`config.mk`:
```
export PLATFORM = sky130hd
export DESIGN_NAME = text_terminal
export DESIGN_NICKNAME = d
export VERILOG_FILES = /design/src/rtl/text_terminal_pkg.sv /design/src/rtl/text_terminal_byte_fifo.sv /design/src/rtl/text_terminal.sv
export SDC_FILE = /design/constraint.sdc
export NUM_CORES = 1
export LEC_CHECK = 0
export CAP_MARGIN = 20
export CORE_MARGIN = 10
export CORE_UTILIZATION = 45
export CTS_CLUSTER_DIAMETER = 200
export CTS_CLUSTER_SIZE = 28
export DETAILED_ROUTE_END_ITERATION = 8
export SETUP_SLACK_MARGIN = 0.1
export SYNTH_ARGS = -nofsm -noshare
export SYNTH_HDL_FRONTEND = slang
export SYNTH_SLANG_ARGS = --single-unit
```
`constraint.sdc`:
```
create_clock -name clk -period 3.1 [get_ports clk]
set_input_delay 0.775 -clock clk [delete_from_list [all_inputs] [get_ports clk]]
set_output_delay 0.775 -clock clk [all_outputs]
set_load 0.02 [all_outputs]
```
`src/rtl/text_terminal_pkg.sv`:
```
// Shared display constants for the 40x8 text terminal.
// Also holds the FSM state type and the cell address helper.
package text_terminal_pkg;

  localparam int COLS  = 40;
  localparam int ROWS  = 8;
  localparam int CELLS = COLS * ROWS;

  localparam logic [7:0] CH_BS      = 8'h08;
  localparam logic [7:0] CH_LF      = 8'h0A;
  localparam logic [7:0] CH_FF      = 8'h0C;
  localparam logic [7:0] CH_CR      = 8'h0D;
  localparam logic [7:0] CH_ESC     = 8'h1B;
  localparam logic [7:0] CH_INV_ON  = 8'h70;
  localparam logic [7:0] CH_INV_OFF = 8'h71;
  localparam logic [7:0] CH_CUP     = 8'h59;
  localparam logic [7:0] CH_BLANK   = 8'h20;
  localparam logic [7:0] CH_TILDE   = 8'h7E;

  typedef enum logic [2:0] {
    ST_IDLE,
    ST_ESC,
    ST_ESCY_ROW,
    ST_ESCY_COL,
    ST_CLEAR
  } state_e;

  function automatic logic [8:0] cell_addr(
    input logic [2:0] row,
    input logic [5:0] col
  );
    return 9'(row) * 9'(COLS) + 9'(col);
  endfunction

endpackage

```
`src/rtl/text_terminal_byte_fifo.sv`:
```
// Synchronous byte FIFO, first-word fall-through.
// A push into a full FIFO is accepted only if a pop happens too.
module byte_fifo #(
  parameter int DEPTH = 16
) (
  input  logic       clk,
  input  logic       reset,
  input  logic       push_i,
  input  logic [7:0] din_i,
  input  logic       pop_i,
  output logic [7:0] dout_o,
  output logic       full_o,
  output logic       empty_o
);

  localparam int AW = $clog2(DEPTH);
  localparam int CW = AW + 1;

  logic [7:0]    mem_q [DEPTH];
  logic [AW-1:0] wr_ptr_q;
  logic [AW-1:0] rd_ptr_q;
  logic [CW-1:0] cnt_q;
  logic          do_push;
  logic          do_pop;

  assign full_o  = cnt_q == CW'(DEPTH);
  assign empty_o = cnt_q == '0;
  assign do_pop  = pop_i && !empty_o;
  assign do_push = push_i && (!full_o || do_pop);
  assign dout_o  = mem_q[rd_ptr_q];

  // Storage array, written on accepted pushes.
  always_ff @(posedge clk) begin
    if (do_push) mem_q[wr_ptr_q] <= din_i;
  end

  // Pointer and occupancy bookkeeping.
  always_ff @(posedge clk) begin
    if (reset) begin
      wr_ptr_q <= '0;
      rd_ptr_q <= '0;
      cnt_q    <= '0;
    end else begin
      if (do_push) wr_ptr_q <= wr_ptr_q + AW'(1);
      if (do_pop)  rd_ptr_q <= rd_ptr_q + AW'(1);
      cnt_q <= cnt_q + CW'(do_push) - CW'(do_pop);
    end
  end

endmodule

```
`src/rtl/text_terminal.sv`:
```
// Byte-stream terminal front end: FIFO, escape parser,
// cursor, reverse video and clear sweeps into the text buffer.
module text_terminal
  import text_terminal_pkg::*;
#(
  parameter int FIFO_DEPTH = 16
) (
  input  logic       clk,
  input  logic       reset,
  input  logic [7:0] rx_data,
  input  logic       rx_strobe,
  output logic [8:0] wr_addr,
  output logic [7:0] wr_data,
  output logic       wr_strobe,
  output logic [5:0] cursor_col,
  output logic [2:0] cursor_row,
  output logic       busy,
  output logic       overflow
);

  state_e     state_q, state_d;
  logic [5:0] col_q, col_d;
  logic [2:0] row_q, row_d;
  logic       inv_q, inv_d;
  logic [8:0] clr_next_q, clr_next_d;
  logic [8:0] clr_end_q, clr_end_d;
  logic [8:0] wr_addr_q, wr_addr_d;
  logic [7:0] wr_data_q, wr_data_d;
  logic       wr_strobe_q, wr_strobe_d;
  logic       ovf_q;

  logic [7:0] rx_byte;
  logic       fifo_full;
  logic       fifo_empty;
  logic       pop;
  logic [2:0] nl_row;
  logic [8:0] cur_addr;
  logic [8:0] nl_addr;
  logic [7:0] off;
  logic       low;

  byte_fifo #(.DEPTH(FIFO_DEPTH)) u_fifo (
    .clk     (clk),
    .reset   (reset),
    .push_i  (rx_strobe),
    .din_i   (rx_data),
    .pop_i   (pop),
    .dout_o  (rx_byte),
    .full_o  (fifo_full),
    .empty_o (fifo_empty)
  );

  assign pop      = (state_q != ST_CLEAR) && !fifo_empty;
  assign nl_row   = (row_q == 3'(ROWS-1)) ? '0 : row_q + 3'd1;
  assign cur_addr = cell_addr(row_q, col_q);
  assign nl_addr  = cell_addr(nl_row, 6'd0);
  assign off      = rx_byte - CH_BLANK;
  assign low      = rx_byte < CH_BLANK;

  assign wr_addr    = wr_addr_q;
  assign wr_data    = wr_data_q;
  assign wr_strobe  = wr_strobe_q;
  assign cursor_col = col_q;
  assign cursor_row = row_q;
  assign busy       = state_q == ST_CLEAR;
  assign overflow   = ovf_q;

  // State, cursor and registered write port.
  always_ff @(posedge clk) begin
    if (reset) begin
      state_q     <= ST_IDLE;
      col_q       <= '0;
      row_q       <= '0;
      inv_q       <= 1'b0;
      clr_next_q  <= '0;
      clr_end_q   <= '0;
      wr_addr_q   <= '0;
      wr_data_q   <= '0;
      wr_strobe_q <= 1'b0;
      ovf_q       <= 1'b0;
    end else begin
      state_q     <= state_d;
      col_q       <= col_d;
      row_q       <= row_d;
      inv_q       <= inv_d;
      clr_next_q  <= clr_next_d;
      clr_end_q   <= clr_end_d;
      wr_addr_q   <= wr_addr_d;
      wr_data_q   <= wr_data_d;
      wr_strobe_q <= wr_strobe_d;
      if (rx_strobe && fifo_full && !pop)
        ovf_q <= 1'b1;
    end
  end

  // Byte interpretation and clear sweep sequencing.
  // A sweep entered by LF/FF issues its first cell at
  // once; an auto-wrap issues the character first.
  always_comb begin
    state_d     = state_q;
    col_d       = col_q;
    row_d       = row_q;
    inv_d       = inv_q;
    clr_next_d  = clr_next_q;
    clr_end_d   = clr_end_q;
    wr_addr_d   = wr_addr_q;
    wr_data_d   = wr_data_q;
    wr_strobe_d = 1'b0;
    if (state_q == ST_CLEAR) begin
      if (clr_next_q > clr_end_q) begin
        state_d = ST_IDLE;
      end else begin
        wr_strobe_d = 1'b1;
        wr_addr_d   = clr_next_q;
        wr_data_d   = CH_BLANK;
        clr_next_d  = clr_next_q + 9'd1;
      end
    end else if (pop) begin
      unique case (state_q)
        ST_IDLE: begin
          unique case (1'b1)
            (rx_byte >= CH_BLANK &&
             rx_byte <= CH_TILDE): begin
              wr_strobe_d = 1'b1;
              wr_addr_d   = cur_addr;
              wr_data_d   = {inv_q, rx_byte[6:0]};
              if (col_q == 6'(COLS-1)) begin
                col_d      = '0;
                row_d      = nl_row;
                clr_next_d = nl_addr;
                clr_end_d  = nl_addr + 9'(COLS-1);
                state_d    = ST_CLEAR;
              end else begin
                col_d = col_q + 6'd1;
              end
            end
            (rx_byte == CH_CR): col_d = '0;
            (rx_byte == CH_LF): begin
              row_d       = nl_row;
              wr_strobe_d = 1'b1;
              wr_addr_d   = nl_addr;
              wr_data_d   = CH_BLANK;
              clr_next_d  = nl_addr + 9'd1;
              clr_end_d   = nl_addr + 9'(COLS-1);
              state_d     = ST_CLEAR;
            end
            (rx_byte == CH_BS): begin
              if (col_q != '0) col_d = col_q - 6'd1;
            end
            (rx_byte == CH_FF): begin
              row_d       = '0;
              col_d       = '0;
              wr_strobe_d = 1'b1;
              wr_addr_d   = '0;
              wr_data_d   = CH_BLANK;
              clr_next_d  = 9'd1;
              clr_end_d   = 9'(CELLS-1);
              state_d     = ST_CLEAR;
            end
            (rx_byte == CH_ESC): state_d = ST_ESC;
            default: ;
          endcase
        end
        ST_ESC: begin
          state_d = ST_IDLE;
          unique case (1'b1)
            (rx_byte == CH_INV_ON):  inv_d = 1'b1;
            (rx_byte == CH_INV_OFF): inv_d = 1'b0;
            (rx_byte == CH_CUP): state_d = ST_ESCY_ROW;
            default: ;
          endcase
        end
        ST_ESCY_ROW: begin
          if (low) row_d = '0;
          else if (off > 8'(ROWS-1)) row_d = 3'(ROWS-1);
          else row_d = off[2:0];
          state_d = ST_ESCY_COL;
        end
        ST_ESCY_COL: begin
          if (low) col_d = '0;
          else if (off > 8'(COLS-1)) col_d = 6'(COLS-1);
          else col_d = off[5:0];
          state_d = ST_IDLE;
        end
        default: state_d = ST_IDLE;
      endcase
    end
  end

endmodule

```
==> results.md, run 1 <==
* Status: complete, but fails checks
* Failing checks: negative setup slack
* Worst hold path class: flip-flop to flip-flop
* Post-synthesis async set-or-reset flop share at 0
* Min Tclk post-route at 3270 ps
* Maxcap violations at 0
* Final setup violation count at 33
* Kind of critical path: flip-flop to flip-flop
* Sequential area share after synthesis at 0.572
* CTS clock-pin slew for the worst setup and hold paths at 80 ps
* CTS sink count at 193
* Die W at 161 um
* Cts bufs inserted at 17
* RSZ-0062 raised after global routing: true
* DRT antenna net count at 0
* Syn Area/Cell at 12.6 um2
* Total power at 0.00883 W
* Slew Limit Fails at 0
* # diodes at 0
* First-pass GRT wire length at 36300 um
* # port buffers at 39
* VDD IR max at 0.495 mV
* EDFF count, synth at 128
* P per Cell Area at 765 nW/um2
* CTS tree: built
* Initial drt markers at 401
* Placement Rows at 51
* Clock Skew at 9.89 ps
* Top cell type's share of synthesized area at 0.427
* Mapped Area at 9000 um2
* Clk buf depth at 2
* Slew HR at 0.504
* Wirelength per Cell at 20.6 um
* Synth area leaders: edfxtp_1, dfxtp_1, mux4_2
* Leak at 4.10 nW
* Post-DP HPWL at 16300 um
* Ys Warns at 0
* FMAX at 306 MHz
* CP Capture Type: flip-flop
* Initial antenna violation count at 0
* Reg2Reg Depth at 10
* Vias per Instance at 5.74
* Initial core utilization at 0.459
* Grt ovf at 0
* Placement Setup Slack at -454 ps
* Die Y at 161 um
* Top cell type by total area after synthesis: edfxtp_1
* CP startpoint kind: flip-flop
* Ys flop type: edfxtp_1
* Hold_sp: wr_data[0]
* Commonest non-fill, non-tap cell in the layout: edfxtp_1
* Worst r2r dst: clr_end_q[4]
* Most frequent cells in the layout: edfxtp_1, buf_4, dfxtp_1
* Placed Instances at 1069
* GR Util All Layers at 0.178
* TritonRoute pass-1 iters at 5
* Slew @ Worst Pin at 741 ps
* Global placer's final weighted congestion at 0.880
* Clock Root Buffer: clkbuf_16
* Data required, critical path at 3460 ps
* Worst path arrival time at 3630 ps
* Largest net degree at the start of global routing at 33
* Finished Layout Cells at 1122
* Yosys reg bits at 193
* Tcrit/Tclk final at 1.05
* Vias in the first global route at 6509
* Final core occ at 0.589
* Core ar. at 19600 um2
* Final nets at 894
* Fraction of layout cells with a size suffix above 1 at 0.298
* Final wirelength at 23200 um
* Synth Net Count at 766
* Reg-to-reg slack, setup at -170 ps
* Worst Hold Endpoint: wr_data[0]
* CP Max Fanout at 8
* Depth of the CTS H-tree at 4
* Post-Syn Instances at 716
* Final hold vios at 0
* Worst-skew pair later-pin latency at 440 ps
* Residual DRC at 0
* Hold Path Depth at 2
* Final worst-path setup slack at -167 ps
* Via count at 6436
* # IOs at 40
* Area Overhead vs Synth at 28.2%
* Cell variety after synth at 67
* Hold Buf Count CTS at 0
* Full die area at 26100 um2
metal layers:
metal	wire, um	track usage	up-vias
met1	9460	0.209	3199
met5	0	0	-
met2	11800	0.305	213
met3	1250	0.0404	36
li1	-	-	2988
met4	642	0.0769	0
worst max path at each step:
stage | from | endpoint
4_1_cts | flip-flop | wr_data[3]
5_1_grt | flip-flop | clr_end_q[4]
6_report | flip-flop | clr_end_q[4]
3_5_place_dp | flip-flop | wr_addr[4]
2_1_floorplan | flip-flop | clr_next_q[4]
3_3_place_gp | flip-flop | wr_addr[5]
report_power, final:
group          internal [W]  leakage, nW  switching, W  total, W
Clock               0.00116        0.291       0.00108   0.00225
Combinational       0.00177         2.12       0.00175   0.00352
Sequential          0.00291         1.69      0.000148   0.00306
registers in the layout, summed over array words and instances (netlist names), named ones only:
name and flops:
clr_end_q 7, clr_next_q 9, cursor_col 6, cursor_row 3, inv_q 1, overflow 1, state_q 3, u_fifo.cnt_q 5
u_fifo.mem_q 128, u_fifo.rd_ptr_q 4, u_fifo.wr_ptr_q 4, wr_addr 9, wr_data 8, wr_strobe 1
cell type report:
type | instances | area, um2
Sequential cell | 193 | 5150
Clock inverter | 14 | 173
Tap cell | 265 | 332
Inverter | 33 | 128
Timing Repair Buffer | 143 | 1360
Fill cell | 1548 | 8050
Clock buffer | 18 | 429
Multi-Input combinational cell | 456 | 3970
logic make-up after synthesis:
logic type | Yosys count | synth area share
AO/OA/AOI/OAI | 129 | 0.106
XOR/XNOR | 23 | 0.0224
adder cells (fa/ha/maj) | 39 | 0.0559
buffers and inverters | 67 | 0.0339
flip-flops | 193 | 0.572
multiplexers | 41 | 0.0901
AND/OR/NAND/NOR | 224 | 0.120
synthesized netlist by cell type, types with 12 or more instances:
| library cell | instances |
|---|---|
| nor3_1 | 26 |
| o21ai_0 | 12 |
| nand4_1 | 12 |
| dfxtp_1 | 65 |
| a21oi_1 | 29 |
| nand2_1 | 55 |
| nor2_1 | 69 |
| nand3_1 | 15 |
| ha_1 | 37 |
| edfxtp_1 | 128 |
| inv_1 | 31 |
| xnor2_1 | 14 |
| mux4_2 | 32 |
| clkbuf_1 | 16 |
worst max-delay path, stage by stage, from the launching register on:
cell and delay [ps]:
dfxtp_4 410, mux4_2 520, a22o_1 270, a221oi_4 230, inv_2 60, or4b_4 530
buf_6 160, or4_4 490, buf_8 180, nor3b_4 150, a211oi_2 190
per-stage QoR:
| step | setup TNS [ps] | hold slack (ps) | cell area [um2] |
|---|---|---|---|
| after detailed placement | -10600 | 449 | 10300 |
| after floorplan | -251 | 436 | 9120 |
| after global placement | -7450 | 446 | 10300 |
| after CTS | -2150 | 459 | 11200 |
| final | -2530 | 456 | 11500 |
| after global routing | -7490 | 487 | 11500 |
repair_timing:
action / 4_1_cts / 5_1_grt
buffers inserted: 12 / 8
endpoints found under the hold margin: 0 / 0
setup endpoints to repair: 45 / 46
gates resized for setup: 49 / 48
gates cloned: 2 / 0
pin swaps: 21 / 14
Note: power is estimated with default switching activity, not from simulation.
==> run 2: changes to the inputs <==
Settings changed: SKIP_CTS_REPAIR_TIMING set to 1.
==> run 2 against run 1 <==
  * Count of clock-buffer cells in the layout stayed put
  * Flip-flop and latch count stayed put
  * Critical path type unchanged
  * Worst setup slack worse by 90 ps
  * Sequential share of layout area is 0.56 points higher
  * Largest power group unchanged
  * Highest routed layer unchanged
  * The flow still finishes with violations (negative setup slack)
  * Combinational power is 4% lower
  * Die area stayed put
  * Largest cell class unchanged
==> results.md, run 2 (synthesis gave the netlist of run 1 again) <==
* Net Sw Frac at 0.339 (+0.000857)
* VDD IR max at 0.492 mV (-0.50%)
* Final core occ at 0.582 (-0.00722)
* GR Util All Layers at 0.175 (-0.00240)
* # port buffers at 39 (unchanged)
* # IOs at 40 (unchanged)
* Failing checks: negative setup slack
* FMAX at 298 MHz (-2.7%)
* Gate power share at 0.390 (-0.009)
* Tcrit/Tclk final at 1.08 (+0.0289)
* CTS sink count at 193 (unchanged)
* Global placer's final weighted congestion at 0.880 (unchanged)
* P per Cell Area at 763 nW/um2 (-0.29%)
* Leak at 4.06 nW (-1.0%)
* Post-DP HPWL at 16300 um (unchanged)
* Placed Instances at 1069 (unchanged)
* Final worst-path setup slack at -256 ps (-89.6 ps)
* Core ar. at 19600 um2 (unchanged)
* CP startpoint kind: flip-flop
* Clk pwr share at 0.259 (+0.004)
* Commonest non-fill, non-tap cell in the layout: edfxtp_1
* RSZ-0062 raised after global routing: true
* Slew @ Worst Pin at 735 ps (-5.78 ps)
* Clock Skew at 10.9 ps (+1.02 ps)
* Placement Rows at 51 (unchanged)
* CP Capture Type: flip-flop
* Vias in the first global route at 6426 (-1.3%)
* Area Overhead vs Synth at 26.7%
* Status: complete, but fails checks
* Final wirelength at 23100 um (-0.17%)
* # diodes at 0 (unchanged)
* Sequential Power Share at 0.352 (+0.005)
* Top reg by flops: u_fifo.mem_q
* CP Max Fanout at 6 (-2)
* CTS clock-pin slew for the worst setup and hold paths at 80 ps (about the same)
* Seq. cell area at 5150 um2 (about the same)
* Int Pwr at 0.00575 W (-1.6%)
* Reg-to-reg slack, setup at -260 ps (-90 ps)
* Worst hold path class: flip-flop to flip-flop
* TritonRoute pass-1 iters at 5 (unchanged)
* Initial antenna violation count at 0 (unchanged)
* DRT antenna net count at 0 (unchanged)
* Die Y at 161 um (unchanged)
* Min Tclk post-route at 3360 ps (+89.6 ps)
* Slew HR at 0.508 (+0.00387)
* Grt ovf at 0 (unchanged)
* Depth of the CTS H-tree at 4 (unchanged)
* Cts bufs inserted at 17 (unchanged)
* Reg2Reg Depth at 13 (+3)
* Data required, critical path at 3450 ps (about the same)
* Via count at 6377 (-0.92%)
* Total power at 0.00869 W (-1.5%)
* Finished Layout Cells at 1117 (-0.45%)
* Multi-input logic area at 3920 um2 (-1.4%)
* Fraction of layout cells with a size suffix above 1 at 0.286 (-0.0112)
* Clk buf depth at 2 (unchanged)
* CTS tree: built
* Slew Limit Fails at 0 (unchanged)
* Worst-skew pair later-pin latency at 440 ps (about the same)
* Kind of critical path: flip-flop to flip-flop
* Number of flip-flops in the largest register at 128 (unchanged)
* Worst r2r dst: cursor_col[1]
* Final nets at 889 (-0.56%)
* Final hold vios at 0 (unchanged)
* Clock Root Buffer: clkbuf_16
* Most frequent cells in the layout: edfxtp_1, buf_4, nor2_1
* First-pass GRT wire length at 35800 um (-1.3%)
* Full die area at 26100 um2 (unchanged)
* Maxcap violations at 0 (unchanged)
* Switch Pwr at 0.00294 W (-1.3%)
* Wirelength per Cell at 20.7 um (+0.27%)
* Initial core utilization at 0.459 (unchanged)
* Die W at 161 um (unchanged)
* Residual DRC at 0 (unchanged)
* Largest net degree at the start of global routing at 33 (unchanged)
* Critical Path Sink: cursor_col[1]
* Initial drt markers at 361 (-10%)
* Worst path arrival time at 3700 ps (+70 ps)
* Final setup violation count at 38 (+15%)
* Fill count at 1563 (+0.97%)
* Vias per Instance at 5.71 (-0.47%)
[run 2: cell types whose count changed in the layout (fill, tap and decap cells not counted), sizes merged]
cell      delta
buf          -5
clkinvlp     +1
clkinv       -1
[run 2: routing by layer]
metal / vias up / global-route usage / share of wire
met3: 48 / 0.0404 / 0.050
met5: - / 0 / 0
met4: 0 / 0.0765 / 0.032
li1: 2979 / - / -
met1: 3150 / 0.206 / 0.41
met2: 200 / 0.301 / 0.50
[run 2: worst min path at each step]
| stage | from | end | slack, ps | depth (start not counted) |
|---|---|---|---|---|
| 2_1_floorplan | clr_end_q[6] | clr_end_q[6] | 440 | 2 |
| 3_3_place_gp | wr_data[0] | wr_data[0] | 450 | 2 |
| 3_5_place_dp | wr_data[7] | wr_data[7] | 450 | 2 |
| 4_1_cts | wr_data[7] | wr_data[7] | 460 | 2 |
| 5_1_grt | clr_end_q[7] | clr_end_q[7] | 480 | 2 |
| 6_report | wr_data[0] | wr_data[0] | 460 | 2 |
[run 2: layout make-up]
class                           count  share of cell area
Clock buffer                       18              0.0377
Clock inverter                     14              0.0151
Inverter                           33              0.0112
Multi-Input combinational cell    456               0.344
Sequential cell                   193               0.452
Tap cell                          265              0.0291
Timing Repair Buffer              138               0.111
[run 2: power by group through the flow]
stage,logic [W],registers [W],clock network [W]
after floorplan,0.00187,0.00317,0
after global placement,0.00292,0.00311,0
after CTS,0.00301,0.00306,0.00228
after detailed placement,0.00299,0.00311,0
after global routing,0.00367,0.00308,0.00238
final,0.00339,0.00306,0.00225
[run 2: through the flow]
step | area, um2 | worst slack [ps] | hold slack [ps] | setup TNS (ps)
2_1_floorplan | 9120 | -56.3 | 436 | -251
3_3_place_gp | 10300 | -314 | 446 | -7450
3_5_place_dp | 10300 | -454 | 449 | -10600
4_1_cts | 10900 | -476 | 459 | -11700
5_1_grt | 11400 | -365 | 482 | -9250
6_report | 11400 | -256 | 456 | -4550
[run 2: critical path, cell delays in order (launching register included)]
cell,delay [ps]
dfxtp_4,410
buf_6,110
mux4_2,490
a22o_1,220
a221oi_4,220
inv_2,60
or4b_4,530
buf_6,160
nor2_4,100
nand4_1,180
a31oi_2,330
buf_4,210
nor2_1,50
a211oi_1,200
